$ cat config.mk
export PLATFORM = sky130hd
export DESIGN_NAME = time_adjust_ctrl_flat
export DESIGN_NICKNAME = d
export VERILOG_FILES = /design/src/rtl/time_pkg.sv /design/src/rtl/time_adjust_ctrl_if.sv /design/src/rtl/key_debounce.sv /design/src/rtl/time_adjust_ctrl.sv /design/src/flat_wrapper.sv
export SDC_FILE = /design/constraint.sdc
export NUM_CORES = 1
export LEC_CHECK = 0
export CAP_MARGIN = 5
export CORE_MARGIN = 10
export CORE_UTILIZATION = 52
export CTS_CLUSTER_DIAMETER = 40
export DETAILED_ROUTE_END_ITERATION = 10
export GPL_ROUTABILITY_DRIVEN = 0
export MAX_ROUTING_LAYER = met4
export PLACE_DENSITY = 0.73
export SYNTH_ARGS = -nofsm -noshare
export SYNTH_HDL_FRONTEND = slang
export SYNTH_HIERARCHICAL = 1
export SYNTH_SLANG_ARGS = --single-unit
$ cat constraint.sdc
create_clock -name clk -period 2.7 [get_ports clk]
set_input_delay 0.675 -clock clk [delete_from_list [all_inputs] [get_ports clk]]
set_output_delay 0.675 -clock clk [all_outputs]
set_load 0.02 [all_outputs]
$ cat src/rtl/time_pkg.sv
// Shared identifiers for the clock/alarm setting path: adjust field codes,
// repeat FSM states and default timing for a 50 MHz board clock.
package time_pkg;

  localparam int unsigned ADJ_W = 3;

  localparam logic [ADJ_W-1:0] ADJ_RUN     = 3'd0;
  localparam logic [ADJ_W-1:0] ADJ_SEC     = 3'd1;
  localparam logic [ADJ_W-1:0] ADJ_MIN     = 3'd2;
  localparam logic [ADJ_W-1:0] ADJ_HOUR    = 3'd3;
  localparam logic [ADJ_W-1:0] ADJ_AL_MIN  = 3'd4;
  localparam logic [ADJ_W-1:0] ADJ_AL_HOUR = 3'd5;

  localparam int unsigned DEF_DB_CYC      = 1_000_000;
  localparam int unsigned DEF_REP_DLY     = 25_000_000;
  localparam int unsigned DEF_REP_PER     = 10_000_000;
  localparam int unsigned DEF_TIMEOUT_CYC = 500_000_000;
  localparam int unsigned DEF_NUM_FIELDS  = 5;

  typedef enum logic [1:0] {
    REP_IDLE   = 2'd0,
    REP_WAIT   = 2'd1,
    REP_REPEAT = 2'd2
  } rep_state_t;

  // Mode key walks run -> 1 -> ... -> num_fields -> run.
  function automatic logic [ADJ_W-1:0] next_adjust(input logic [ADJ_W-1:0] cur,
                                                   input int unsigned num_fields);
    if (cur >= ADJ_W'(num_fields)) return ADJ_RUN;
    return cur + ADJ_W'(1);
  endfunction

endpackage

$ cat src/rtl/time_adjust_ctrl_if.sv
// Button inputs and adjust/strobe outputs of the time-setting front-end.
interface time_adjust_ctrl_if;
  import time_pkg::*;

  logic             key_mode_n;
  logic             key_up_n;
  logic             key_down_n;
  logic [ADJ_W-1:0] adjust;
  logic             key2;
  logic             key3;
  logic             run;

  modport master (output key_mode_n, key_up_n, key_down_n,
                  input  adjust, key2, key3, run);
  modport slave  (input  key_mode_n, key_up_n, key_down_n,
                  output adjust, key2, key3, run);
endinterface

$ cat src/rtl/key_debounce.sv
// Two-flop synchroniser and stability debouncer for one active-low button;
// pressed is the debounced level, press a one-cycle pulse on its rising edge.
module key_debounce
  import time_pkg::*;
#(
  parameter int unsigned DB_CYC = DEF_DB_CYC
) (
  input  logic clk,
  input  logic rst,
  input  logic key_n,
  output logic pressed,
  output logic press
);

  localparam int unsigned CNT_W = $clog2(DB_CYC + 1);

  logic [1:0]       sync_q;
  logic [CNT_W-1:0] cnt_q;
  logic             level_c;

  assign level_c = ~sync_q[1];

  // Any cycle agreeing with the current level restarts the stability count.
  always_ff @(posedge clk) begin
    if (rst) begin
      sync_q  <= 2'b11;
      cnt_q   <= '0;
      pressed <= 1'b0;
      press   <= 1'b0;
    end else begin
      sync_q <= {sync_q[0], key_n};
      press  <= 1'b0;
      if (level_c == pressed) begin
        cnt_q <= '0;
      end else if (cnt_q >= CNT_W'(DB_CYC - 1)) begin
        cnt_q   <= '0;
        pressed <= level_c;
        press   <= level_c;
      end else begin
        cnt_q <= cnt_q + CNT_W'(1);
      end
    end
  end

endmodule

$ cat src/rtl/time_adjust_ctrl.sv
// Clock/alarm setting front-end: mode key selects the field, up/down keys
// produce key2/key3 strobes with auto-repeat, idle fields time out to run.
module time_adjust_ctrl
  import time_pkg::*;
#(
  parameter int unsigned DB_CYC      = DEF_DB_CYC,
  parameter int unsigned REP_DLY     = DEF_REP_DLY,
  parameter int unsigned REP_PER     = DEF_REP_PER,
  parameter int unsigned TIMEOUT_CYC = DEF_TIMEOUT_CYC,
  parameter int unsigned NUM_FIELDS  = DEF_NUM_FIELDS
) (
  input  logic clk,
  input  logic rst,
  time_adjust_ctrl_if.slave bus
);

  localparam int unsigned TMR_MAX = (REP_DLY > REP_PER) ? REP_DLY : REP_PER;
  localparam int unsigned TMR_W   = $clog2(TMR_MAX + 1);
  localparam int unsigned TMO_W   = $clog2(TIMEOUT_CYC + 1);
  localparam int unsigned K_MODE  = 0;

  logic [2:0] raw_n, prs, evt;

  assign raw_n = {bus.key_down_n, bus.key_up_n, bus.key_mode_n};

  for (genvar g = 0; g < 3; g++) begin : g_db
    key_debounce #(.DB_CYC(DB_CYC)) u_db (
      .clk     (clk),
      .rst     (rst),
      .key_n   (raw_n[g]),
      .pressed (prs[g]),
      .press   (evt[g])
    );
  end

  logic [ADJ_W-1:0] adjust_q, adjust_d;
  logic [TMO_W-1:0] tmo_q, tmo_d;
  logic             lock_q, lock_d;
  rep_state_t       st_q [2];
  rep_state_t       st_d [2];
  logic [TMR_W-1:0] tmr_q [2];
  logic [TMR_W-1:0] tmr_d [2];
  logic [1:0]       fire_c;
  logic             key2_q, key3_q;
  logic             tmo_hit_c, force_idle_c;

  always_ff @(posedge clk) begin
    if (rst) begin
      adjust_q <= ADJ_RUN;
      tmo_q    <= '0;
      lock_q   <= 1'b0;
      key2_q   <= 1'b0;
      key3_q   <= 1'b0;
      for (int i = 0; i < 2; i++) begin
        st_q[i]  <= REP_IDLE;
        tmr_q[i] <= '0;
      end
    end else begin
      adjust_q <= adjust_d;
      tmo_q    <= tmo_d;
      lock_q   <= lock_d;
      key2_q   <= fire_c[0];
      key3_q   <= fire_c[1] & ~fire_c[0];
      for (int i = 0; i < 2; i++) begin
        st_q[i]  <= st_d[i];
        tmr_q[i] <= tmr_d[i];
      end
    end
  end

  // Index 0 is the up key (prs[1]), index 1 the down key (prs[2]).
  always_comb begin
    adjust_d = adjust_q;
    tmo_d    = tmo_q;
    fire_c   = 2'b00;
    for (int i = 0; i < 2; i++) begin
      st_d[i]  = st_q[i];
      tmr_d[i] = tmr_q[i];
    end

    // Holding both keys locks out strobes until both are released again.
    lock_d       = (prs[1] & prs[2]) | (lock_q & (prs[1] | prs[2]));
    tmo_hit_c    = (adjust_q != ADJ_RUN) && (tmo_q >= TMO_W'(TIMEOUT_CYC - 1));
    force_idle_c = (adjust_q == ADJ_RUN) || lock_d || lock_q || prs[K_MODE] ||
                   evt[K_MODE] || tmo_hit_c;

    for (int i = 0; i < 2; i++) begin
      if (force_idle_c || !prs[i+1]) begin
        st_d[i]  = REP_IDLE;
        tmr_d[i] = '0;
      end else begin
        unique case (st_q[i])
          REP_IDLE: if (evt[i+1]) begin
            fire_c[i] = 1'b1;
            st_d[i]   = REP_WAIT;
            tmr_d[i]  = TMR_W'(1);  // the press cycle counts toward the delay
          end
          REP_WAIT: if (tmr_q[i] >= TMR_W'(REP_DLY - 1)) begin
            fire_c[i] = 1'b1;
            st_d[i]   = REP_REPEAT;
            tmr_d[i]  = '0;
          end else begin
            tmr_d[i] = tmr_q[i] + TMR_W'(1);
          end
          REP_REPEAT: if (tmr_q[i] >= TMR_W'(REP_PER - 1)) begin
            fire_c[i] = 1'b1;
            tmr_d[i]  = '0;
          end else begin
            tmr_d[i] = tmr_q[i] + TMR_W'(1);
          end
          default: begin
            st_d[i]  = REP_IDLE;
            tmr_d[i] = '0;
          end
        endcase
      end
    end

    if (evt[K_MODE])    adjust_d = next_adjust(adjust_q, NUM_FIELDS);
    else if (tmo_hit_c) adjust_d = ADJ_RUN;

    // Idle timer restarts on any user activity and saturates at the limit.
    if ((adjust_q == ADJ_RUN) || (|evt) || (|fire_c)) tmo_d = '0;
    else if (!tmo_hit_c)                               tmo_d = tmo_q + TMO_W'(1);
  end

  assign bus.adjust = adjust_q;
  assign bus.key2   = key2_q;
  assign bus.key3   = key3_q;
  assign bus.run    = (adjust_q == ADJ_RUN);

endmodule

$ cat src/flat_wrapper.sv
// flat-port wrapper written by rule: the top's interface ports become plain ports
module time_adjust_ctrl_flat import time_pkg::*;
#(
  parameter int unsigned DB_CYC      = DEF_DB_CYC,
  parameter int unsigned REP_DLY     = DEF_REP_DLY,
  parameter int unsigned REP_PER     = DEF_REP_PER,
  parameter int unsigned TIMEOUT_CYC = DEF_TIMEOUT_CYC,
  parameter int unsigned NUM_FIELDS  = DEF_NUM_FIELDS
)
  (clk, rst, bus_key_mode_n, bus_key_up_n, bus_key_down_n, bus_adjust, bus_key2, bus_key3, bus_run);
  time_adjust_ctrl_if bus_i ();
  input  logic clk;
  input  logic rst;
  input wire logic [$bits(bus_i.key_mode_n)-1:0] bus_key_mode_n;
  input wire logic [$bits(bus_i.key_up_n)-1:0] bus_key_up_n;
  input wire logic [$bits(bus_i.key_down_n)-1:0] bus_key_down_n;
  output wire logic [$bits(bus_i.adjust)-1:0] bus_adjust;
  output wire logic [$bits(bus_i.key2)-1:0] bus_key2;
  output wire logic [$bits(bus_i.key3)-1:0] bus_key3;
  output wire logic [$bits(bus_i.run)-1:0] bus_run;
  assign bus_i.key_mode_n = bus_key_mode_n;
  assign bus_i.key_up_n = bus_key_up_n;
  assign bus_i.key_down_n = bus_key_down_n;
  assign bus_adjust = bus_i.adjust;
  assign bus_key2 = bus_i.key2;
  assign bus_key3 = bus_i.key3;
  assign bus_run = bus_i.run;
  time_adjust_ctrl #(.DB_CYC(DB_CYC), .REP_DLY(REP_DLY), .REP_PER(REP_PER), .TIMEOUT_CYC(TIMEOUT_CYC), .NUM_FIELDS(NUM_FIELDS)) u_core (.clk(clk), .rst(rst), .bus(bus_i));
endmodule
==> results of run 1 <==
placed cells by master, fill, tap and decap left out, types with 12 or more instances in the layout:
master	instances
a21oi_1	26
a311oi_1	20
and3_1	20
and4_1	13
buf_4	67
clkbuf_16	19
dfxtp_1	160
inv_1	30
nand2_1	92
nand2b_1	12
nand3_1	53
nand4_1	29
nor2_1	68
nor3_1	66
nor3_2	54
nor4_1	25
o21ai_0	18
or2_2	13
xnor2_1	70
worst min path at each step:
stage          cells past startpoint  slack, ns                                startpoint                                  endpoint
2_1_floorplan                      1       0.39  u_core/g_db[0].u_db/sync_q[0]$_SDFF_PP1_  u_core/g_db[0].u_db/sync_q[1]$_SDFF_PP1_
3_3_place_gp                       1       0.40  u_core/g_db[0].u_db/sync_q[0]$_SDFF_PP1_  u_core/g_db[0].u_db/sync_q[1]$_SDFF_PP1_
3_5_place_dp                       1       0.40  u_core/g_db[1].u_db/sync_q[0]$_SDFF_PP1_  u_core/g_db[1].u_db/sync_q[1]$_SDFF_PP1_
4_1_cts                            1       0.41  u_core/g_db[1].u_db/sync_q[0]$_SDFF_PP1_  u_core/g_db[1].u_db/sync_q[1]$_SDFF_PP1_
5_1_grt                            1       0.42  u_core/g_db[1].u_db/sync_q[0]$_SDFF_PP1_  u_core/g_db[1].u_db/sync_q[1]$_SDFF_PP1_
6_report                           1       0.41  u_core/g_db[0].u_db/sync_q[0]$_SDFF_PP1_  u_core/g_db[0].u_db/sync_q[1]$_SDFF_PP1_
metal layers:
layer  up-vias  global-route usage (%)  share of wire [%]
met5         -                       -                  0
met4         0                    4.96               0.98
met3        23                    3.49                3.5
met2       138                    27.8                 48
met1      3555                    22.6                 47
li1       3746                       -                  -
layout make-up:
| class | instances | area, um2 |
|---|---|---|
| clock buffers | 26 | 489 |
| clock inverters | 6 | 55.1 |
| fillers | 1379 | 6390 |
| inverters | 30 | 113 |
| multi-input cells | 742 | 5040 |
| flip-flops and latches | 161 | 3220 |
| well taps | 220 | 275 |
| repair buffers | 88 | 816 |
logic make-up after synthesis:
logic type | synth area share (%)
AND/OR/NAND/NOR | 33.7
flip-flops | 37.3
AO/OA/AOI/OAI | 13.8
buffers and inverters | 5.39
XOR/XNOR | 7.91
adder cells (fa/ha/maj) | 1.30
multiplexers | 0.579
worst register-to-register path, delay by kind of cell (launching register included):
family	cells	cell delay (ns)
AOI/OAI and AO/OA	4	1.10
buffers and inverters	2	0.29
DFF	1	0.32
and+or+nand+nor	3	0.96
state kept, by name (all words and copies together) (netlist names):
signal	cells
u_core/g_db.u_db/cnt_q	60
u_core/g_db.u_db/press	3
u_core/g_db.u_db/sync_q	6
u_core/tmo_q	29
u_core/bus.adjust	3
u_core/st_q	4
u_core/g_db.u_db/pressed	3
u_core/tmr_q	50
u_core/bus.key2	1
u_core/bus.key3	1
u_core/lock_q	1
power by group through the flow:
| stage | registers, mW | clock network, mW | logic (mW) |
|---|---|---|---|
| 4_1_cts | 2.38 | 2.29 | 0.0397 |
| 2_1_floorplan | 2.44 | 0 | 0.0221 |
| 3_5_place_dp | 2.44 | 0 | 0.0394 |
| 3_3_place_gp | 2.44 | 0 | 0.0389 |
| 6_report | 2.38 | 2.24 | 0.0390 |
| 5_1_grt | 2.38 | 2.39 | 0.0422 |
stage by stage:
stage / TNS (ns) / hold WS, ns / setup slack, ns / utilization [%]
CTS: 0 / 0.413 / 0.00297 / 59.9
finish: -0.0840 / 0.412 / -0.0296 / 61.1
global placement: -0.172 / 0.399 / -0.0205 / 56.5
global route: -1.34 / 0.416 / -0.104 / 61.1
floorplan: 0 / 0.389 / 0.0387 / -
detailed placement: -0.929 / 0.399 / -0.0858 / 56.5
what timing repair did:
item	in CTS	in global routing
pin swaps	0	8
endpoints found under the setup margin	24	65
setup buffers	0	7
gates cloned	0	3
hold endpoints to repair	0	0
resized for setup	2	18
==> results.py, run 1 <==
metrics = {
    "logic_synthesis": {
        "syn_nets": 1009,
        "synthArstFlopShare_pct": 0,
        "synth_top_cell_area_share_pct": 37.3,
        "yosys_warnings": 6,
        "synth_ff_type": "dfxtp_1",
        "synth_enable_flop_cells": 0,
        "yosysTopAreaCell": "dfxtp_1",
        "yosys-top-cells-area": "dfxtp_1, xnor2_1, nor3_2",
        "syn_inst": 995,
        "synth_cell_type_count": 72,
        "netlist_area_um2": 8640,
        "postSynthAreaPerCell_um2": 8.69,
        "synth_seq_cells": 161,
        "ys_seq_area_share_pct": 37.3,
        "synth.most_common_cell": "dfxtp_1",
        "ys_top_cells_by_count": "dfxtp_1, nand2_1, xnor2_1",
    },
    "floorplanning": {
        "ios": 11,
        "initial_utilization_pct": 52.7,
        "core_um2": 16400,
        "die_w_um": 149,
        "dieArea_um2": 22200,
        "num_rows": 47,
        "die_h_um": 149,
    },
    "cts": {
        "cts_tree": "done",
        "clkLatencyLatePin_ns": 0.42,
        "cts-root-buf": "clkbuf_16",
        "h-tree-depth": 4,
        "cts_buffers": 17,
        "cts_hold_buf": 0,
        "clock-sinks": 161,
        "clock_path_buffers": 2,
        "clk_pin_slew_ns": 0.06,
    },
    "cells_and_area": {
        "nNetsFinal": 1054,
        "drive_gt1_share_pct": 20.9,
        "area_delta_synth_final_pct": 15.9,
        "n_antenna_cell": 0,
        "instances_no_fill": 1273,
        "finish.instance_area_um2": 10000,
    },
    "critical_path": {
        "crit_required_ns": 3.06,
        "critPathTopFamily": "compound AO/OA/AOI/OAI gates",
        "cp.depth": 9,
        "r2r-end": "u_core/tmr_q[0][47]$_SDFFE_PP0P_",
        "path_cells": "or4_4 > a2111o_1 > a221o_1 > or2_4 > a211oi_4 > buf_4 > buf_12 > and3_4 > a221o_1",
        "crit_arrival_ns": 3.09,
        "critPathLaunch": "u_core/tmr_q[0][32]$_SDFFE_PP0P_",
        "reg2reg_slack_ns": -0.03,
        "crit_fanout": 9,
        "slowest_stage": "or4_4",
        "crit_path_start_kind": "register",
        "crit_end": "u_core/tmr_q[0][47]$_SDFFE_PP0P_",
        "critPathBufInv": 2,
        "setup.worst_path.end_class": "register",
        "r2r_start": "u_core/tmr_q[0][32]$_SDFFE_PP0P_",
        "path_common_cell": "a221o_1",
        "crit_type": "reg -> reg",
        "rr_worst_depth": 9,
        "critPathMaxStageDelay_ns": 0.53,
    },
    "power_and_ir_drop": {
        "total_power_mw": 4.66,
        "power_leakage_nw": 3.16,
        "power.share.combinational_pct": 0.8,
        "seqPwrFrac_pct": 51.1,
        "switching_share_pct": 20.0,
        "p_sw_mw": 0.931,
        "p_int_mw": 3.73,
        "powerDensity_nw_per_um2": 466,
        "p_clk_share_pct": 48.0,
        "vdd_drop_max_mv": 0.443,
    },
    "timing": {
        "setup_viol": 6,
        "grt_setup_unrepaired": "yes",
        "min_period_over_period_pct": 101,
        "slew_violations": 0,
        "final_hold_viol_count": 0,
        "tightest_slew_ns": 0.781,
        "min_period_ns": 2.73,
        "slew_headroom_pct": 47.9,
        "finalWorstSetupSlack_ns": -0.0296,
        "finClkSkew_ns": 0.00536,
        "fmax_mhz": 366,
    },
    "grt": {
        "grt_overflow": 0,
        "grt_max_degree": 36,
        "grtUsageTotal_pct": 17.6,
        "grt_pass1_vias": 6907,
        "antenna_found_initial": 0,
        "grt_pass1_wl_um": 32600,
    },
    "detailed_routing": {
        "totalWireLength_um": 19000,
        "drtIter0Drc": 504,
        "via_per_inst": 5.86,
        "post-route-drc-count": 0,
        "drtPass1Iterations": 6,
        "detail-route-antenna-nets": 0,
        "wl_per_cell_um": 14.9,
        "dr_total_vias": 7462,
    },
    "placement": {
        "dp_hpwl_um": 12200,
        "place_inst": 1231,
        "port_buffers": 10,
        "dpl_cell_area_um2": 9270,
    },
    "run": {
        "maxCapViolCount": 0,
    },
    "outcome": {
        "outcome": "finished, violations left",
        "failed_checks": "negative setup slack",
    },
    "min_path": {
        "worst_hold_path_type": "reg -> reg",
    },
}
No activity file was read; power rests on OpenSTA's default activity.
==> run 2, diff against run 1 <==
--- a/config.mk
+++ b/config.mk
@@ -13,6 +13,7 @@
 export GPL_ROUTABILITY_DRIVEN = 0
 export MAX_ROUTING_LAYER = met4
 export PLACE_DENSITY = 0.73
+export SLEW_MARGIN = 20
 export SYNTH_ARGS = -nofsm -noshare
 export SYNTH_HDL_FRONTEND = slang
 export SYNTH_HIERARCHICAL = 1
==> results of run 2 <==
The final DEF is identical to that of run 1; final timing and power are the same.
